==> src/rtl/mpt_plb_if.sv <==
// Request/response, walker and flush signals of the protection lookaside buffer.
// The slave modport is the PLB's own view; master is the view of whoever drives it.
interface mpt_plb_if #(
  parameter int unsigned Xlen    = 64,
  parameter int unsigned SdidLen = 6
) ();
  logic [3:0]         mode_i;
  logic               req_valid_i;
  logic               req_ready_o;
  logic [Xlen-1:0]    req_spa_i;
  logic [SdidLen-1:0] req_sdid_i;
  logic [1:0]         req_access_i;
  logic               rsp_valid_o;
  logic               rsp_allow_o;
  logic [2:0]         rsp_err_o;
  logic               ptw_req_valid_o;
  logic               ptw_req_ready_i;
  logic [Xlen-1:0]    ptw_spa_o;
  logic [SdidLen-1:0] ptw_sdid_o;
  logic               ptw_rsp_valid_i;
  logic [2:0]         ptw_perms_i;
  logic [2:0]         ptw_err_i;
  logic               flush_i;
  logic               flush_sdid_valid_i;
  logic [SdidLen-1:0] flush_sdid_i;

  modport slave (
    input  mode_i, req_valid_i, req_spa_i, req_sdid_i, req_access_i,
           ptw_req_ready_i, ptw_rsp_valid_i, ptw_perms_i, ptw_err_i,
           flush_i, flush_sdid_valid_i, flush_sdid_i,
    output req_ready_o, rsp_valid_o, rsp_allow_o, rsp_err_o,
           ptw_req_valid_o, ptw_spa_o, ptw_sdid_o
  );

  modport master (
    output mode_i, req_valid_i, req_spa_i, req_sdid_i, req_access_i,
           ptw_req_ready_i, ptw_rsp_valid_i, ptw_perms_i, ptw_err_i,
           flush_i, flush_sdid_valid_i, flush_sdid_i,
    input  req_ready_o, rsp_valid_o, rsp_allow_o, rsp_err_o,
           ptw_req_valid_o, ptw_spa_o, ptw_sdid_o
  );
endinterface

==> src/rtl/mpt_plb.sv <==
// Fully associative protection lookaside buffer in front of the MPT walker.
// One request in flight; misses walk once and fill from the walker's commit.
module mpt_plb #(
  parameter int unsigned NumEntries = 8,
  parameter int unsigned Xlen       = 64,
  parameter int unsigned SdidLen    = 6
) (
  input logic      clk_i,
  input logic      rst_i,
  mpt_plb_if.slave bus
);
  localparam int unsigned IdxW = $clog2(NumEntries);
  localparam int unsigned TagW = Xlen - 12;

  localparam logic [3:0] ModeBare = 4'd0;
  localparam logic [1:0] AccNone  = 2'd0;
  localparam logic [1:0] AccRead  = 2'd1;
  localparam logic [1:0] AccWrite = 2'd2;
  localparam logic [1:0] AccExec  = 2'd3;
  localparam logic [2:0] ErrNone  = 3'd0;

  typedef enum logic [2:0] {StIdle, StLookup, StPtwReq, StPtwWait, StResp} state_e;

  state_e              state_q;
  logic [NumEntries-1:0] valid_q;
  logic [TagW-1:0]     tag_q      [NumEntries];
  logic [SdidLen-1:0]  ent_sdid_q [NumEntries];
  logic [2:0]          perm_q     [NumEntries];
  logic [IdxW-1:0]     rr_q;
  logic                drop_q;
  logic [Xlen-1:0]     spa_q;
  logic [SdidLen-1:0]  sdid_q;
  logic [1:0]          access_q;
  logic                ready_q;
  logic                rsp_valid_q;
  logic                rsp_allow_q;
  logic [2:0]          rsp_err_q;
  logic                ptw_req_valid_q;

  logic                hit_any;
  logic [2:0]          hit_perm;
  logic                any_inv;
  logic [IdxW-1:0]     victim;
  logic                bypass;

  function automatic logic perm_ok(logic [2:0] perms, logic [1:0] acc);
    case (acc)
      AccRead:  return perms[0];
      AccWrite: return perms[1];
      AccExec:  return perms[2];
      default:  return 1'b1;
    endcase
  endfunction

  assign bypass = (access_q == AccNone) || (bus.mode_i == ModeBare);

  // At most one entry can match since fills only follow misses.
  always_comb begin
    hit_any  = 1'b0;
    hit_perm = '0;
    for (int i = 0; i < NumEntries; i++) begin
      if (valid_q[i] && tag_q[i] == spa_q[Xlen-1:12] && ent_sdid_q[i] == sdid_q) begin
        hit_any  = 1'b1;
        hit_perm = hit_perm | perm_q[i];
      end
    end
  end

  always_comb begin
    victim  = rr_q;
    any_inv = 1'b0;
    for (int i = 0; i < NumEntries; i++) begin
      if (!valid_q[i] && !any_inv) begin
        victim  = IdxW'(i);
        any_inv = 1'b1;
      end
    end
  end

  always_ff @(posedge clk_i) begin
    if (rst_i) begin
      state_q         <= StIdle;
      valid_q         <= '0;
      rr_q            <= '0;
      drop_q          <= 1'b0;
      spa_q           <= '0;
      sdid_q          <= '0;
      access_q        <= AccNone;
      ready_q         <= 1'b0;
      rsp_valid_q     <= 1'b0;
      rsp_allow_q     <= 1'b0;
      rsp_err_q       <= ErrNone;
      ptw_req_valid_q <= 1'b0;
      for (int i = 0; i < NumEntries; i++) begin
        tag_q[i]      <= '0;
        ent_sdid_q[i] <= '0;
        perm_q[i]     <= '0;
      end
    end else begin
      unique case (state_q)
        StIdle: begin
          drop_q  <= 1'b0;
          ready_q <= 1'b1;
          if (ready_q && bus.req_valid_i) begin
            ready_q  <= 1'b0;
            spa_q    <= bus.req_spa_i;
            sdid_q   <= bus.req_sdid_i;
            access_q <= bus.req_access_i;
            state_q  <= StLookup;
          end
        end
        StLookup: begin
          if (bypass || hit_any) begin
            rsp_valid_q <= 1'b1;
            rsp_allow_q <= bypass || perm_ok(hit_perm, access_q);
            rsp_err_q   <= ErrNone;
            state_q     <= StResp;
          end else begin
            ptw_req_valid_q <= 1'b1;
            state_q         <= StPtwReq;
          end
        end
        StPtwReq: begin
          if (bus.ptw_req_ready_i) begin
            ptw_req_valid_q <= 1'b0;
            state_q         <= StPtwWait;
          end
        end
        StPtwWait: begin
          if (bus.ptw_rsp_valid_i) begin
            rsp_valid_q <= 1'b1;
            state_q     <= StResp;
            if (bus.ptw_err_i == ErrNone) begin
              rsp_allow_q <= perm_ok(bus.ptw_perms_i, access_q);
              rsp_err_q   <= ErrNone;
              if (!drop_q && !bus.flush_i) begin
                valid_q[victim]    <= 1'b1;
                tag_q[victim]      <= spa_q[Xlen-1:12];
                ent_sdid_q[victim] <= sdid_q;
                perm_q[victim]     <= bus.ptw_perms_i;
                if (!any_inv) rr_q <= rr_q + 1'b1;
              end
            end else begin
              rsp_allow_q <= 1'b0;
              rsp_err_q   <= bus.ptw_err_i;
            end
          end
        end
        StResp: begin
          rsp_valid_q <= 1'b0;
          rsp_allow_q <= 1'b0;
          rsp_err_q   <= ErrNone;
          ready_q     <= 1'b1;
          state_q     <= StIdle;
        end
        default: state_q <= StIdle;
      endcase

      // Flush wins over a same-cycle fill; a walk in flight must not cache stale data.
      if (bus.flush_i) begin
        for (int i = 0; i < NumEntries; i++) begin
          if (!bus.flush_sdid_valid_i || ent_sdid_q[i] == bus.flush_sdid_i) valid_q[i] <= 1'b0;
        end
        if (state_q == StPtwReq || state_q == StPtwWait) drop_q <= 1'b1;
      end
    end
  end

  assign bus.req_ready_o     = ready_q;
  assign bus.rsp_valid_o     = rsp_valid_q;
  assign bus.rsp_allow_o     = rsp_allow_q;
  assign bus.rsp_err_o       = rsp_err_q;
  assign bus.ptw_req_valid_o = ptw_req_valid_q;
  assign bus.ptw_spa_o       = spa_q;
  assign bus.ptw_sdid_o      = sdid_q;
endmodule
==> src/flat_wrapper.sv <==
// flat-port wrapper written by rule: the top's interface ports become plain ports
module mpt_plb_flat 
#(
  parameter int unsigned NumEntries = 8,
  parameter int unsigned Xlen       = 64,
  parameter int unsigned SdidLen    = 6
)
  (clk_i, rst_i, bus_mode_i, bus_req_valid_i, bus_req_spa_i, bus_req_sdid_i, bus_req_access_i, bus_ptw_req_ready_i, bus_ptw_rsp_valid_i, bus_ptw_perms_i, bus_ptw_err_i, bus_flush_i, bus_flush_sdid_valid_i, bus_flush_sdid_i, bus_req_ready_o, bus_rsp_valid_o, bus_rsp_allow_o, bus_rsp_err_o, bus_ptw_req_valid_o, bus_ptw_spa_o, bus_ptw_sdid_o);
  mpt_plb_if #(.Xlen(Xlen), .SdidLen(SdidLen)) bus_i ();
  input logic clk_i;
  input logic rst_i;
  input wire logic [$bits(bus_i.mode_i)-1:0] bus_mode_i;
  input wire logic [$bits(bus_i.req_valid_i)-1:0] bus_req_valid_i;
  input wire logic [$bits(bus_i.req_spa_i)-1:0] bus_req_spa_i;
  input wire logic [$bits(bus_i.req_sdid_i)-1:0] bus_req_sdid_i;
  input wire logic [$bits(bus_i.req_access_i)-1:0] bus_req_access_i;
  input wire logic [$bits(bus_i.ptw_req_ready_i)-1:0] bus_ptw_req_ready_i;
  input wire logic [$bits(bus_i.ptw_rsp_valid_i)-1:0] bus_ptw_rsp_valid_i;
  input wire logic [$bits(bus_i.ptw_perms_i)-1:0] bus_ptw_perms_i;
  input wire logic [$bits(bus_i.ptw_err_i)-1:0] bus_ptw_err_i;
  input wire logic [$bits(bus_i.flush_i)-1:0] bus_flush_i;
  input wire logic [$bits(bus_i.flush_sdid_valid_i)-1:0] bus_flush_sdid_valid_i;
  input wire logic [$bits(bus_i.flush_sdid_i)-1:0] bus_flush_sdid_i;
  output wire logic [$bits(bus_i.req_ready_o)-1:0] bus_req_ready_o;
  output wire logic [$bits(bus_i.rsp_valid_o)-1:0] bus_rsp_valid_o;
  output wire logic [$bits(bus_i.rsp_allow_o)-1:0] bus_rsp_allow_o;
  output wire logic [$bits(bus_i.rsp_err_o)-1:0] bus_rsp_err_o;
  output wire logic [$bits(bus_i.ptw_req_valid_o)-1:0] bus_ptw_req_valid_o;
  output wire logic [$bits(bus_i.ptw_spa_o)-1:0] bus_ptw_spa_o;
  output wire logic [$bits(bus_i.ptw_sdid_o)-1:0] bus_ptw_sdid_o;
  assign bus_i.mode_i = bus_mode_i;
  assign bus_i.req_valid_i = bus_req_valid_i;
  assign bus_i.req_spa_i = bus_req_spa_i;
  assign bus_i.req_sdid_i = bus_req_sdid_i;
  assign bus_i.req_access_i = bus_req_access_i;
  assign bus_i.ptw_req_ready_i = bus_ptw_req_ready_i;
  assign bus_i.ptw_rsp_valid_i = bus_ptw_rsp_valid_i;
  assign bus_i.ptw_perms_i = bus_ptw_perms_i;
  assign bus_i.ptw_err_i = bus_ptw_err_i;
  assign bus_i.flush_i = bus_flush_i;
  assign bus_i.flush_sdid_valid_i = bus_flush_sdid_valid_i;
  assign bus_i.flush_sdid_i = bus_flush_sdid_i;
  assign bus_req_ready_o = bus_i.req_ready_o;
  assign bus_rsp_valid_o = bus_i.rsp_valid_o;
  assign bus_rsp_allow_o = bus_i.rsp_allow_o;
  assign bus_rsp_err_o = bus_i.rsp_err_o;
  assign bus_ptw_req_valid_o = bus_i.ptw_req_valid_o;
  assign bus_ptw_spa_o = bus_i.ptw_spa_o;
  assign bus_ptw_sdid_o = bus_i.ptw_sdid_o;
  mpt_plb #(.NumEntries(NumEntries), .Xlen(Xlen), .SdidLen(SdidLen)) u_core (.clk_i(clk_i), .rst_i(rst_i), .bus(bus_i));
endmodule
==> config.mk <==
export PLATFORM = sky130hd
export DESIGN_NAME = mpt_plb_flat
export DESIGN_NICKNAME = d
export VERILOG_FILES = /design/src/rtl/mpt_plb_if.sv /design/src/rtl/mpt_plb.sv /design/src/flat_wrapper.sv
export SDC_FILE = /design/constraint.sdc
export NUM_CORES = 1
export LEC_CHECK = 0
export ABC_CLOCK_PERIOD_IN_PS = 4270
export BUFFER_PORTS_ARGS = -buffer_cell sky130_fd_sc_hd__buf_2
export CELL_PAD_IN_SITES_DETAIL_PLACEMENT = 1
export CELL_PAD_IN_SITES_GLOBAL_PLACEMENT = 2
export CORE_AREA = 2 2 274 276
export CTS_CLUSTER_DIAMETER = 60
export DETAILED_ROUTE_END_ITERATION = 10
export DIE_AREA = 0 0 276 278
export PLACE_DENSITY_LB_ADDON = 0.1
export SETUP_SLACK_MARGIN = 0.2
export SLEW_MARGIN = 20
export SYNTH_ARGS = -nofsm -noshare
export SYNTH_HDL_FRONTEND = slang
export SYNTH_SLANG_ARGS = --single-unit
==> constraint.sdc <==
create_clock -name clk_i -period 4.27 [get_ports clk_i]
set_clock_uncertainty 0.05 [all_clocks]
set_input_delay 0.427 -clock clk_i [delete_from_list [all_inputs] [get_ports clk_i]]
set_output_delay 0.427 -clock clk_i [all_outputs]
set_load 0.005 [all_outputs]
==> summary.md <==
| Metric | Value |
|---|---|
| CTS tree | built |
| Largest fanout on the critical path | 13 |
| Post-CTS Setup Repair Bufs | 0 |
| CP Launch Type | register |
| Post-Route WL | 124.6 mm |
| Total gr overflow | 0 |
| First-pass GRT wire length | 177.6 mm |
| Area leader, netlist | edfxtp_1 |
| Port Buffer Count | 171 |
| Die area | 76730 um^2 |
| Least-Margin Pin Slew | 1027 ps |
| Slew Viols, Final | 0 |
| Relative slew slack | 31.46% |
| Root Driver | clkbuf_16 |
| Design Area, Final | 35790 um^2 |
| Yosys cell types | 63 |
| Die W | 276 um |
| Crit Path Category | register to register |
| Non-filler instance count after layout | 4018 |
| PwrDens | 413.5 nW/um^2 |
| Vias in the first global route | 23817 |
| Final worst-path cycle share | 91.72% |
| Largest net degree at the start of global routing | 74 |
| Leakage dissipation | 12.91 nW |
| Worst Path Required | 4680 ps |
| Hold_ws | 24.98 ps |
| CTS Sinks | 582 |
| Total CTS buffers | 73 |
| Pre-CTS WS | 249.5 ps |
| Via count | 22901 |
| DRT Pass-1 Iters | 8 |
| Starting Density | 40.66% |
| Seq/Total Area, Yosys | 55.09% |
| Hold WC Path Type | input pin to register |
| Synth warn | 0 |
| Max Buffers Root-to-Sink | 3 |
| Syn Area/Cell | 11.00 um^2 |
| Hpwl dp | 90.61 mm |
| Synth Instances | 2729 |
| Worst EP arrival | 4320 ps |
| Yosys top cell area share | 48.82% |
| Clk_lat worst skew | 630 ps |
| Max Cap Viol | 0 |
| Commonest register cell after synthesis | edfxtp_1 |
| Ys async rst share | 0% |
| RSZ-0062 raised after global routing | false |
| Drt drc | 2 |
| VDD IR max | 0.3007 mV |
| Reg2Reg Setup Slack | 350 ps |
| Rows | 100 |
| Final setup TNS | 0 ps |
| Post-DP Area | 32830 um^2 |
| Final nets | 3087 |
| Yosys reg bits | 582 |
| Filler Cell Count | 7907 |
| Fin crit period | 3916 ps |
| Gr usage total | 32.30% |
| Cell area after synthesis | 30020 um^2 |
| Routed wire per std cell | 31.01 um |
| Final hold vios | 0 |
| Via density | 5.700 |
| Ranking of synthesized cells by area | edfxtp_1 49%, and2_1 10%, xnor2_1 8.1% |
| Initial antenna violation count | 8 |
| Area grow syn2layout | 19.23% |
| Reg clk slew, reported paths | 60 ps |
| Setup ws final | 353.5 ps |
| FMAX | 255.3 MHz |
| RePlAce Congestion | 0.9583 |
| I/O pin count | 172 |
| Post-synth top cells | 492 x and2_1, 488 x edfxtp_1, 278 x xnor2_1, 196 x nand2_1, 167 x nand2b_1 |
| Final setup fails | 0 |
| Proportion of layout cells with a drive suffix above 1 | 15.65% |
| Failing checks | DRC |
| Core area | 73820 um^2 |
| Number of flops mapped to enable cells by yosys | 488 |
| H-tree lvl count | 3 |
| Setup crit end kind | register |
| Outcome | finished, violations left |
| Post-Place Cells | 3829 |
| 1st-iter DRT viols | 2053 |
| Post-route antenna net violation count | 0 |
| Synthesized net count | 2825 |
| Die Ht | 278 um |
| Most instantiated library cell after synthesis | and2_1 |
## cell families (layout without fill, tap and decap cells)
group                      after synthesis  after routing  share of synthesized area (%)
xor gates and xnor gates               417            417                          12.17
AOI/OAI and AO/OA                      181            181                          3.947
buffers and inverters                  246            564                          3.301
muxes                                    5              5                         0.1667
other                                    0              2                              0
DFF                                    582            582                          55.09
and+or+nand+nor                       1297           1297                          25.29
adders and majority gates                1              1                        0.04168
## cell usage in the layout (no fill, tap or decap), types with 19 or more instances in the layout
master / synthesis / layout
a21oi_1: 93 / 93
and2_1: 492 / 492
buf_12: 0 / 22
buf_2: 48 / 170
buf_4: 0 / 144
clkbuf_16: 0 / 73
dfxtp_1: 94 / 88
dlygate4sd3_1: 0 / 56
edfxtp_1: 488 / 488
inv_1: 38 / 38
nand2_1: 196 / 195
nand2b_1: 167 / 167
nand3_1: 36 / 36
nand4_1: 159 / 159
nor2_1: 43 / 43
nor2b_1: 22 / 22
nor3_1: 26 / 26
nor4_1: 81 / 80
o2111ai_1: 19 / 19
xnor2_1: 278 / 278
xor2_1: 139 / 139
## metal layers
layer / global-route usage [%] / vias up / part of all wire [%]
met5: 0 / - / 0
met4: 11.85 / 0 / 3.9
met3: 4.231 / 185 / 6.0
met2: 54.80 / 808 / 48
met1: 42.36 / 11849 / 42
li1: - / 10059 / -
## worst paths after layout
| kind | start | end | cells after the start |
|---|---|---|---|
| worst max-delay path | u_core.bus.ptw_spa_o[59] | u_core.bus.rsp_err_o[2] | 11 |
| worst min-delay path | bus_req_spa_i[31] | u_core.bus.ptw_spa_o[31] | 3 |
| worst max register to register | u_core.bus.ptw_spa_o[59] | u_core.bus.rsp_err_o[2] | 11 |
| worst min register to register | u_core.bus.ptw_spa_o[5] | u_core.bus.ptw_spa_o[5] | 2 |
## through the flow
stage	power (mW)	utilization, %
finish	14.80	48.48
CTS	14.86	48.47
detailed placement	8.531	44.47
global placement	8.513	44.47
floorplan	7.598	-
global route	15.19	48.47
## area by class of cell
class | instances | area [um^2] | share of cell area, %
antenna | 2 | 5.005 | 0.01398
sequential | 582 | 16540 | 46.22
inverter | 41 | 153.9 | 0.4300
timing repair buffer | 392 | 2933 | 8.195
clock buffer | 93 | 1992 | 5.566
clock inverter | 38 | 395.4 | 1.105
tap | 969 | 1212 | 3.388
multi-input combinational | 1901 | 12550 | 35.08
## sequential cells by signal (all words and copies together), names as in the netlist
signal / flops
u_core.tag_q: 416
u_core.bus.ptw_spa_o: 64
u_core.ent_sdid_q: 48
u_core.perm_q: 24
u_core.valid_q: 8
u_core.bus.ptw_sdid_o: 6
u_core.bus.rsp_err_o: 3
u_core.rr_q: 3
u_core.state_q: 3
u_core.access_q: 2
u_core.bus.ptw_req_valid_o: 1
u_core.bus.req_ready_o: 1
u_core.bus.rsp_allow_o: 1
u_core.bus.rsp_valid_o: 1
u_core.drop_q: 1
## critical path, cell delays in order, from the launching register on
cell     delay, ps
dfxtp_1        990
buf_4          350
xnor2_1        220
nand4_1        180
nor3_1         210
nand3_1        280
o22ai_1        490
nor4_1         200
buf_4          210
a21oi_4        240
mux2i_1        240
nor2_1          70
## what timing repair did
item                       CTS  global route
cloned                       0             0
hold buffers                56             0
hold endpoints to repair    56             0
resized for setup            1             3
setup endpoints to repair    1             3
## where the power goes
group          internal [mW]  switching, mW  leakage (nW)
clock network           3.73           2.60          1.16
logic                  0.639           1.12          6.25
registers               6.41          0.308          5.50
total                   10.8           4.02          12.9
Note: power is estimated with default switching activity, not from simulation.
